File: config.mk
export PLATFORM = sky130hd
export DESIGN_NAME = tetris_input_ctrl
export DESIGN_NICKNAME = d
export VERILOG_FILES = /design/src/rtl/tetris_input_ctrl.sv
export SDC_FILE = /design/constraint.sdc
export NUM_CORES = 1
export LEC_CHECK = 0
export CAP_MARGIN = 25
export CORE_MARGIN = 2
export CORE_UTILIZATION = 55
export DETAILED_ROUTE_END_ITERATION = 12
export GPL_TIMING_DRIVEN = 0
export PLACE_DENSITY_LB_ADDON = 0.08
export SLEW_MARGIN = 25
export SYNTH_ARGS = -nofsm -noshare
export SYNTH_HDL_FRONTEND = slang
export SYNTH_SLANG_ARGS = --single-unit
File: constraint.sdc
create_clock -name clk -period 2.5 [get_ports clk]
set_input_delay 0.75 -clock clk [delete_from_list [all_inputs] [get_ports clk]]
set_output_delay 0.75 -clock clk [all_outputs]
set_load 0.03 [all_outputs]
File: src/rtl/tetris_input_ctrl.sv
// -----------------------------------------------------------------------------
// tetris_input_ctrl
//   Turns five raw push-buttons into single-cycle move commands for the tetris
//   game logic. Each button passes through a 2-flop synchroniser and a counter
//   debouncer. Left, right and soft-drop then feed an auto-repeat FSM with a
//   delayed auto-shift (DAS) followed by a steady auto-repeat (ARR) rate.
//   Rotate and hard-drop fire once per debounced press.
//
// Parameters
//   DEB_CYCLES  consecutive stable cycles needed to change a debounced level
//   DAS_DELAY   cycles from the first pulse to the first repeat pulse
//   ARR_PERIOD  cycles between later repeat pulses
//   CNT_W       counter width; must hold max(DEB_CYCLES, DAS_DELAY, ARR_PERIOD)
//
// Ports
//   clk, rst                      clock, synchronous active-high reset
//   E                             enable (game screen active)
//   btnL/btnR/btnD/btnU/btnC      raw asynchronous buttons
//   mvL/mvR/mvD/mvRot/mvDrop      one-cycle move pulses
// -----------------------------------------------------------------------------
module tetris_input_ctrl #(
    parameter int DEB_CYCLES = 1_000_000,
    parameter int DAS_DELAY  = 20_000_000,
    parameter int ARR_PERIOD = 5_000_000,
    parameter int CNT_W      = 25
) (
    input  logic clk,
    input  logic rst,
    input  logic E,
    input  logic btnL,
    input  logic btnR,
    input  logic btnD,
    input  logic btnU,
    input  logic btnC,
    output logic mvL,
    output logic mvR,
    output logic mvD,
    output logic mvRot,
    output logic mvDrop
);

    localparam int NBTN  = 5;
    localparam int NREP  = 3;   // buttons 0..NREP-1 auto-repeat
    localparam int IDX_L = 0;
    localparam int IDX_R = 1;
    localparam int IDX_D = 2;
    localparam int IDX_U = 3;
    localparam int IDX_C = 4;

    // Counters are compared against "last" values so that the terminal event
    // lands on the correct cycle without an extra compare stage.
    localparam logic [CNT_W-1:0] DEB_LAST = CNT_W'(DEB_CYCLES - 1);
    localparam logic [CNT_W-1:0] DAS_LOAD = CNT_W'(DAS_DELAY - 1);
    localparam logic [CNT_W-1:0] ARR_LOAD = CNT_W'(ARR_PERIOD - 1);

    typedef enum logic [1:0] {
        ST_IDLE,
        ST_DELAY,
        ST_REPEAT
    } rep_state_t;

    logic [NBTN-1:0] raw_btn;
    logic [NBTN-1:0] rise;          // debounced rising edge, one cycle
    logic [NREP-1:0] level;         // debounced level of repeating buttons
    logic [NREP-1:0] rep_pulse;
    logic            lr_conflict;
    logic            rot_pulse_reg;
    logic            drop_pulse_reg;

    assign raw_btn = {btnC, btnU, btnD, btnR, btnL};

    genvar gi;

    // -------------------------------------------------------------------------
    // Synchroniser + debouncer per button
    // -------------------------------------------------------------------------
    generate
        for (gi = 0; gi < NBTN; gi++) begin : g_btn
            logic             sync1_reg;
            logic             sync2_reg;
            logic             level_reg;
            logic             level_d_reg;
            logic [CNT_W-1:0] deb_cnt_reg;

            always_ff @(posedge clk) begin
                if (rst) begin
                    sync1_reg   <= 1'b0;
                    sync2_reg   <= 1'b0;
                    level_reg   <= 1'b0;
                    level_d_reg <= 1'b0;
                    deb_cnt_reg <= '0;
                end else begin
                    sync1_reg   <= raw_btn[gi];
                    sync2_reg   <= sync1_reg;
                    level_d_reg <= level_reg;
                    if (sync2_reg == level_reg) begin
                        deb_cnt_reg <= '0;
                    end else if (deb_cnt_reg >= DEB_LAST) begin
                        // DEB_CYCLES-th consecutive disagreeing sample: flip.
                        // The >= test also keeps the count from ever wrapping.
                        level_reg   <= sync2_reg;
                        deb_cnt_reg <= '0;
                    end else begin
                        deb_cnt_reg <= deb_cnt_reg + 1'b1;
                    end
                end
            end

            assign rise[gi] = level_reg & ~level_d_reg;

            if (gi < NREP) begin : g_lvl
                assign level[gi] = level_reg;
            end
        end
    endgenerate

    // Left and right together cancel each other; because the FSMs only leave
    // IDLE on a rising edge, a button still held after the conflict ends stays
    // silent until it is released and pressed again.
    assign lr_conflict = level[IDX_L] & level[IDX_R];

    // -------------------------------------------------------------------------
    // DAS / ARR auto-repeat FSMs for left, right, soft-drop
    // -------------------------------------------------------------------------
    generate
        for (gi = 0; gi < NREP; gi++) begin : g_rep
            localparam bit LR_PAIR = (gi != IDX_D);

            rep_state_t       state_reg;
            logic [CNT_W-1:0] rep_cnt_reg;
            logic             pulse_reg;
            logic             hold_ok;

            assign hold_ok = E && level[gi] && !(LR_PAIR && lr_conflict);

            always_ff @(posedge clk) begin
                if (rst) begin
                    state_reg   <= ST_IDLE;
                    rep_cnt_reg <= '0;
                    pulse_reg   <= 1'b0;
                end else begin
                    pulse_reg <= 1'b0;
                    if (!hold_ok) begin
                        state_reg   <= ST_IDLE;
                        rep_cnt_reg <= '0;
                    end else begin
                        case (state_reg)
                            ST_IDLE: begin
                                if (rise[gi]) begin
                                    pulse_reg   <= 1'b1;
                                    rep_cnt_reg <= DAS_LOAD;
                                    state_reg   <= ST_DELAY;
                                end
                            end
                            ST_DELAY: begin
                                if (rep_cnt_reg == '0) begin
                                    pulse_reg   <= 1'b1;
                                    rep_cnt_reg <= ARR_LOAD;
                                    state_reg   <= ST_REPEAT;
                                end else begin
                                    rep_cnt_reg <= rep_cnt_reg - 1'b1;
                                end
                            end
                            ST_REPEAT: begin
                                if (rep_cnt_reg == '0) begin
                                    pulse_reg   <= 1'b1;
                                    rep_cnt_reg <= ARR_LOAD;
                                end else begin
                                    rep_cnt_reg <= rep_cnt_reg - 1'b1;
                                end
                            end
                            default: begin
                                state_reg   <= ST_IDLE;
                                rep_cnt_reg <= '0;
                            end
                        endcase
                    end
                end
            end

            assign rep_pulse[gi] = pulse_reg;
        end
    endgenerate

    // -------------------------------------------------------------------------
    // Edge-only rotate and hard drop
    // -------------------------------------------------------------------------
    always_ff @(posedge clk) begin
        if (rst) begin
            rot_pulse_reg  <= 1'b0;
            drop_pulse_reg <= 1'b0;
        end else begin
            rot_pulse_reg  <= E & rise[IDX_U];
            drop_pulse_reg <= E & rise[IDX_C];
        end
    end

    // Hard drop wins: the other commands are masked in its cycle, but their
    // FSMs keep running so repeat timing is unaffected.
    assign mvDrop = drop_pulse_reg;
    assign mvRot  = rot_pulse_reg     & ~drop_pulse_reg;
    assign mvL    = rep_pulse[IDX_L]  & ~drop_pulse_reg;
    assign mvR    = rep_pulse[IDX_R]  & ~drop_pulse_reg;
    assign mvD    = rep_pulse[IDX_D]  & ~drop_pulse_reg;

endmodule
# Yosys cells after proc, flatten, opt, wreduce, memory -nomap -nowiden
# Index checks and enable logic that the tools add are counted.
dict set report totals {
  register_bits 231
  input_bits 8
}
dict set report classes {
  addsub 8
  n_lt_le_gt_ge 5
  n_eq_ne 17
  muxes 27
  bitwise_logic 29
  n_reduce_logical 31
}
# cell n
set ops {}
lappend ops {{two-way mux 25 bit} 6}
lappend ops {{case mux 25 bit (2 select lines)} 3}
lappend ops {{adder 25 x 1 -> 25 bit, second input constant} 5}
lappend ops {{greater-or-equal comparator 25 x 20 -> 1 bit, second input constant} 5}
lappend ops {{zero test 25 bit} 3}
lappend ops {{subtractor 25 x 1 -> 25 bit, second input constant} 3}
lappend ops {{case mux 2 bit (3 select lines)} 3}
lappend ops {{NOT 1 bit} 17}
lappend ops {{OR reduction 3 bit} 5}
lappend ops {{AND 1 bit} 12}
lappend ops {{two-way mux 2 bit} 6}
lappend ops {{inequality test 2 bit, second input constant} 6}
lappend ops {{OR reduction 2 bit} 6}
lappend ops {{AND reduction 2 bit} 5}
lappend ops {{AND reduction 3 bit} 3}
lappend ops {{== test 2 x 1 -> 1 bit, second input constant} 3}
lappend ops {{== test 2 bit, second input constant} 3}
lappend ops {{zero test 2 bit} 3}
lappend ops {{two-way mux 1 bit} 6}
lappend ops {{case mux 1 bit (2 select lines)} 3}
lappend ops {{== test 1 bit} 5}
lappend ops {{logical AND 1 bit} 5}
lappend ops {{zero test 1 bit} 1}

# Logic depth before layout (Yosys ltp)
# Gate-level depths: netlist (run 1).
dict set report depth {
  depth_word 5
  mapped_depth 8
  ltp_nobuf 7
}

# Least setup slack after synthesis (run 1)
# Ideal clock, no wire load.
dict set report synth_path {
  kind {input -> register}
  start {input port E}
  end {register g_rep[0].rep_cnt_reg[24]}
  arrival_time_ns 2.327
  slack_ns 0.072
  cell_stages 7
  path_buffers 2
  cell_sequence {clkbuf_1 -> nand4bb_1 -> clkbuf_1 -> a211oi_1 -> o311ai_0 -> o21a_1 -> o41ai_1}
}
dict set report synth_between {
  elab_chain_cells 4
}
# element line
set synth_lines {}
lappend synth_lines {{start: declaration} 29} ;# input logic E,
lappend synth_lines {{logical AND 1 bit (2 in series)} 134} ;# assign hold_ok = E && level[gi] && !(LR_PAIR && lr_conflict);
lappend synth_lines {{NOT 1 bit (no source line)} n/a}
lappend synth_lines {{OR reduction 2 bit (no source line)} n/a}
lappend synth_lines {{end signal: assignment} 161} ;# rep_cnt_reg <= rep_cnt_reg - 1'b1;
lappend synth_lines {{end signal: assignment} 169} ;# rep_cnt_reg <= rep_cnt_reg - 1'b1;
lappend synth_lines {{end: declaration} 130} ;# logic [CNT_W-1:0] rep_cnt_reg;
# Every way passes these cells.
# A chain may end at the register's enable or synchronous reset.

# Worst setup path after layout (run 1)
dict set report layout_path {
  start {input port rst}
  end {register g_rep[1].pulse_reg}
}
dict set report layout_between {
  elab_chain_cells 1
}
# element line
set layout_lines {}
lappend layout_lines {{start: declaration} 28} ;# input logic rst,
lappend layout_lines {{OR reduction 2 bit (no source line)} n/a}
lappend layout_lines {{end signal: assignment} 140} ;# pulse_reg <= 1'b0;
lappend layout_lines {{end signal: assignment} 142} ;# pulse_reg <= 1'b0;
lappend layout_lines {{end signal: assignment} 150} ;# pulse_reg <= 1'b1;
lappend layout_lines {{end: declaration} 131} ;# logic pulse_reg;
# Every way passes these cells.

==> results of run 1 <==
-- power by group --
part           internal, mW  switching (mW)
clock network          2.24            1.49
logic                0.0499          0.0878
registers              3.72          0.0127
-- critical path: stages --
cell             delay (ns)
clkdlybuf4s50_1        0.46
clkbuf_2               0.24
nor2b_1                0.31
nand3b_1               0.33
clkbuf_1               0.36
a211oi_1               0.32
-- stage by stage --
| step | setup WS (ns) | total power, mW | utilization (%) | TNS, ns | std cells |
|---|---|---|---|---|---|
| after floorplan | 0.0716 | 3.90 | - | 0 | 1280 |
| after global placement | -0.789 | 3.94 | 58.6 | -46.60 | 1556 |
| after detailed placement | -0.692 | 3.94 | 58.6 | -44.19 | 1556 |
| after CTS | 0.00925 | 7.67 | 63.1 | 0 | 1604 |
| after global routing | 0.00486 | 7.83 | 63.4 | 0 | 1605 |
| final | 0.126 | 7.59 | 63.4 | 0 | 1605 |
-- repair_timing --
| action | in CTS | in global routing |
|---|---|---|
| cloned | 0 | 0 |
| setup endpoints to repair | 30 | 42 |
| pin swaps | 1 | 0 |
| resized for setup | 9 | 14 |
| buffers inserted | 1 | 0 |
-- cell type report --
| type | instances | area share [%] |
|---|---|---|
| buffer | 51 | 1.73 |
| clock buffer | 36 | 5.94 |
| clock inverter | 11 | 0.969 |
| inverter | 30 | 0.918 |
| multi-input combinational | 968 | 49.1 |
| sequential | 231 | 37.7 |
| tap | 265 | 2.70 |
| timing repair buffer | 13 | 0.949 |
-- metal layers --
metal  share of wire (%)  vias up  global-route usage [%]
met5                   0        -                       0
met4                 1.6        0                    6.04
met3                 4.9       32                    2.81
met2                  45      220                    36.8
met1                  48     4291                    32.1
li1                    -     4668                       -
-- synthesized netlist by cell type (all sizes together) (4+ instances only) --
library cell / instances
dfxtp: 231
nor2: 162
a21oi: 78
nand2: 72
xor2: 56
nand3: 55
o21ai: 55
nor3: 54
clkbuf: 41
xnor2: 41
nand4: 34
inv: 30
a31oi: 28
ha: 25
nor4: 25
nor2b: 24
or4: 24
and3: 18
nand2b: 18
or3: 14
and4: 12
a21o: 11
buf: 10
a211oi: 9
o31ai: 9
o211ai: 8
and2: 7
nand3b: 7
or2: 7
o221a: 6
a211o: 5
a22oi: 5
mux2i: 5
nor3b: 5
o22ai: 5
a31o: 4
a41oi: 4
o2111ai: 4
-- path summary, 6_finish.rpt --
check                                              start  cells after the start                       end
worst max-delay path                                 rst                      6        g_rep[1].pulse_reg
worst min register to register      g_btn[4].level_d_reg                      1                    mvDrop
worst min-delay path                g_btn[4].level_d_reg                      1                    mvDrop
worst max register to register  g_btn[4].deb_cnt_reg[10]                      6  g_btn[4].deb_cnt_reg[13]
-- logic make-up (layout without fill, tap and decap cells) --
family                     count (synthesis)  in the layout  share of synthesized area [%]
DFF                                      231            231                           42.8
buffers and inverters                     81            141                           2.98
adders and majority gates                 25             25                           2.90
xor gates and xnor gates                  97             97                           7.87
and+or+nand+nor                          549            549                           26.6
other                                      1             25                         0.0347
AOI/OAI and AO/OA                        265            265                           16.1
muxes                                      7              7                          0.672
==> results.yml, run 1 <==
run_status:
  status: "finished, final reports clean"
timing:
  finalSetupViolCount: 0
  relSlewSlack_pct: 43.8
  fin_crit_sh_pct: 95.0
  hold_viol_final: 0
  max_freq_mhz: 421
  worstMarginPinSlew_ns: 0.840
  min_period_ns: 2.37
  rsz0062_at_grt: "false"
  whs_ns: 0.388
  fin_skew_ns: 0.0128
  slew_violations: 0
critical_path:
  cp_max_fo: 10
  crit_path_start_kind: "input pin"
  required_ns: 2.91
  worstSetupPathType: "in -> reg"
  worst_ep_arrival_time_ns: 2.78
  rrSetupSlack_ns: 0.17
  crit_path_end_kind: "flop"
routing:
  initialDrtViolationCount: 514
  routed_wl_um: 23300
  drc: 0
  ant_nets: 0
  vias: 9211
  dr.pass1.iters: 5
  viasPerCell: 5.74
  wl_per_cell_um: 14.5
die:
  core_um2: 19300
  ios: 13
  die_x_um: 144
  die_area_um2: 20800
  start_util_pct: 55.8
  rows: 51
  die_h_um: 144
global_routing:
  grt_pass1_vias: 8416
  grt_first_pass_wirelength_um: 39500
  grt_max_degree: 14
  track_usage_pct: 22.7
  antenna_found_initial: 0
  overflow: 0
place:
  port_buffers: 11
  placed_area_um2: 11300
  dp_hpwl_um: 15900
  globalplace.congestion: 0.848
clock_tree:
  hold_buffers: 0
  cts_made_buffers: 26
  cts_tree: "built"
  cts_sinks: 231
  clk_pin_slew_ns: 0.06
  h-tree-depth: 1
  clock_latency_ns: 0.53
  clock_path_buffers: 3
  clockRootBuffer: "clkbuf_16"
finish:
  nFillCells: 1677
  regArea_um2: 4620
  largest_reg_flops: 125
  final_nets: 1354
  diodes: 0
  synthToLayoutAreaGrowth_pct: 13.6
  fin_area_um2: 12300
  layout_common_cells: "231 x dfxtp_1, 160 x nor2_1, 76 x a21oi_1"
  multi_input_area_um2: 6020
  layout-drive-gt1-share_pct: 7.09
  layout_commonest_cell: "dfxtp_1"
yosys:
  yosys.area.top_type: "dfxtp_1"
  synth_edf_count: 0
  synth_cell_types: 76
  yosysTopAreaCellShare_pct: 42.8
  syn_inst: 1256
  synth_area_leaders: "dfxtp_1 43%, nor2_1 5.6%, xor2_1 4.5%, a21oi_1 3.6%, xnor2_1 3.3%"
  ys_ff_latch: 231
  avgSynthCellArea_um2: 8.60
  synth-main-ff-cell: "dfxtp_1"
  yosysWarnings: 0
  synth_area_um2: 10800
  synthArstFlopShare_pct: 0
  ys_seq_area_share_pct: 42.8
pwr:
  peakVddDrop_mv: 0.571
  power-per-cell-area_nw_per_um2: 619
  p_leak_nw: 4.47
hold_path:
  min_path_type: "reg -> reg"
run:
  maxCapViolCount: 0
(Power assumes the default switching activity.)
==> inputs of run 2 (changes only) <==
CORE_ASPECT_RATIO = 2   (was unset)
PLACE_DENSITY = 0.72   (was unset)
PLACE_DENSITY_LB_ADDON = unset   (was 0.08)
==> run 2 against run 1 <==
Combinational power barely moved. Count of clock-buffer cells in the layout fell by 9. Via count increased by 1.6%. Final cell count decreased by 1.1%. Worst hold slack better by 0.0069 ns. Sequential share of layout area rose by 0.36 points. Core utilization shrank 0.41 points. First-iteration DRC count shrank 32%. Critical path type is now reg -> out. Critical endpoint is now mvR.
==> results.yml, run 2 (synthesis gave the netlist of run 1 again) <==
pwr:
  pwr-share-seq_pct: 51.9
  p_switching_mw: 1.51
  p_total_mw: 7.17
  peakVddDrop_mv: 0.607
  pwr-share-clk_pct: 46.2
  swShare_pct: 21.1
  p_int_mw: 5.66
  p_comb_share_pct: 1.9
  p_leak_nw: 4.41
  power-per-cell-area_nw_per_um2: 591
routing:
  routed_wl_um: 24700
  drc: 0
  initialDrtViolationCount: 351
  ant_nets: 0
  vias: 9355
  viasPerCell: 5.89
  dr.pass1.iters: 7
  wl_per_cell_um: 15.6
timing:
  finalSetupViolCount: 0
  fin_ws_ns: 0.0928
  worstMarginPinSlew_ns: 0.825
  timing.setup.tns_ns: 0
  max_freq_mhz: 415
  hold_viol_final: 0
  relSlewSlack_pct: 44.8
  whs_ns: 0.395
  fin_skew_ns: 0.00991
  min_period_ns: 2.41
  fin_crit_sh_pct: 96.3
  rsz0062_at_grt: "false"
  slew_violations: 0
finish:
  diodes: 0
  final_nets: 1349
  layout_common_cells: "231 x dfxtp_1, 160 x nor2_1, 76 x a21oi_1"
  nFillCells: 1731
  regArea_um2: 4620
  fin_area_um2: 12100
  synthToLayoutAreaGrowth_pct: 12.5
  layout-drive-gt1-share_pct: 6.92
  largest_reg_flops: 125
  layout.cells.non_filler: 1588
  multi_input_area_um2: 6040
  final_util_pct: 63.0
  layout_commonest_cell: "dfxtp_1"
critical_path:
  crit_end: "mvR"
  rrSetupSlack_ns: 0.12
  crit_path_end_kind: "primary output"
  cp_max_fo: 5
  worst_ep_arrival_time_ns: 1.66
  worstSetupPathType: "reg -> out"
  reg2regPathDepth: 7
  startpoint: "mvDrop"
  required_ns: 1.75
  reg2reg_to: "g_rep[0].rep_cnt_reg[22]"
  crit_path_start_kind: "flop"
  reg2reg_from: "g_rep[0].rep_cnt_reg[0]"
global_routing:
  grt_first_pass_wirelength_um: 41600
  grt_max_degree: 17
  grt_pass1_vias: 9221
  track_usage_pct: 24.1
  overflow: 0
  antenna_found_initial: 0
clock_tree:
  cts_tree: "built"
  h-tree-depth: 1
  clock_latency_ns: 0.51
  clockRootBuffer: "clkbuf_16"
  cts_sinks: 231
  clk_pin_slew_ns: 0.07
  hold_buffers: 0
  cts_made_buffers: 21
  clock_path_buffers: 3
place:
  dp_cells: 1550
  port_buffers: 11
  dp_slack_ns: -0.583
  globalplace.congestion: 0.924
  dp_hpwl_um: 17800
  placed_area_um2: 11300
die:
  ios: 13
  die_h_um: 202
  die_area_um2: 20800
  core_um2: 19300
  die_x_um: 103
  rows: 72
  start_util_pct: 56.0
hold_path:
  min_path_type: "reg -> reg"
run:
  maxCapViolCount: 0
run_status:
  status: "finished, final reports clean"
-- run 2: changes by cell type in the layout (fill, tap and decap cells not counted), moves of 2 or more --
cell,previous run,this run
dlygate4sd2_1,5,0
clkbuf_1,44,39
clkinv_2,7,3
clkdlybuf4s50_1,6,9
clkbuf_16,26,21
clkinvlp_4,1,4
dlymetal6s2s_1,0,2
-- run 2: area by class of cell --
| class | instances | share of cell area [%] |
|---|---|---|
| clock inverters | 9 | 0.865 |
| inverters | 30 | 0.927 |
| well taps | 259 | 2.67 |
| clock buffers | 27 | 4.92 |
| repair buffers | 13 | 1.07 |
| plain buffers | 51 | 1.75 |
| multi-input cells | 968 | 49.7 |
| flip-flops and latches | 231 | 38.1 |
-- run 2: worst min-delay path by stage --
stage	from	to	slack (ns)	cells past startpoint
2_1_floorplan	g_btn[4].level_d_reg	mvDrop	0.37	1
3_3_place_gp	g_btn[4].level_d_reg	mvDrop	0.39	1
3_5_place_dp	g_btn[4].level_d_reg	mvDrop	0.38	1
4_1_cts	g_btn[4].level_d_reg	mvDrop	0.40	1
5_1_grt	g_btn[4].level_d_reg	mvDrop	0.41	1
6_report	g_btn[4].level_d_reg	mvDrop	0.40	1
-- run 2: power groups by stage --
| stage | Clock [mW] | Sequential, mW | Combinational, mW |
|---|---|---|---|
| final | 3.31 | 3.72 | 0.137 |
| after global routing | 3.53 | 3.73 | 0.153 |
| after CTS | 3.39 | 3.72 | 0.134 |
| after detailed placement | 0 | 3.81 | 0.133 |
| after global placement | 0 | 3.81 | 0.132 |
| after floorplan | 0 | 3.81 | 0.0922 |
-- run 2: repair_timing --
item | 4_1_cts | 5_1_grt
buffers inserted | 1 | 1
setup endpoints to repair | 32 | 45
endpoints found under the hold margin | 0 | 0
resized for setup | 7 | 17
pin swaps | 1 | 1
-- run 2: worst max-delay path, stage by stage, from the launching register on --
cell             delay [ns]
dfxtp_1                0.36
nor2b_1                0.12
clkdlybuf4s50_1        0.68
-- run 2: layer usage --
| layer | wire length [um] | track usage (%) |
|---|---|---|
| met4 | 893 | 12.1 |
| met3 | 827 | 3.01 |
| met2 | 13700 | 45.7 |
| met1 | 9300 | 24.9 |
| met5 | 0 | 0 |
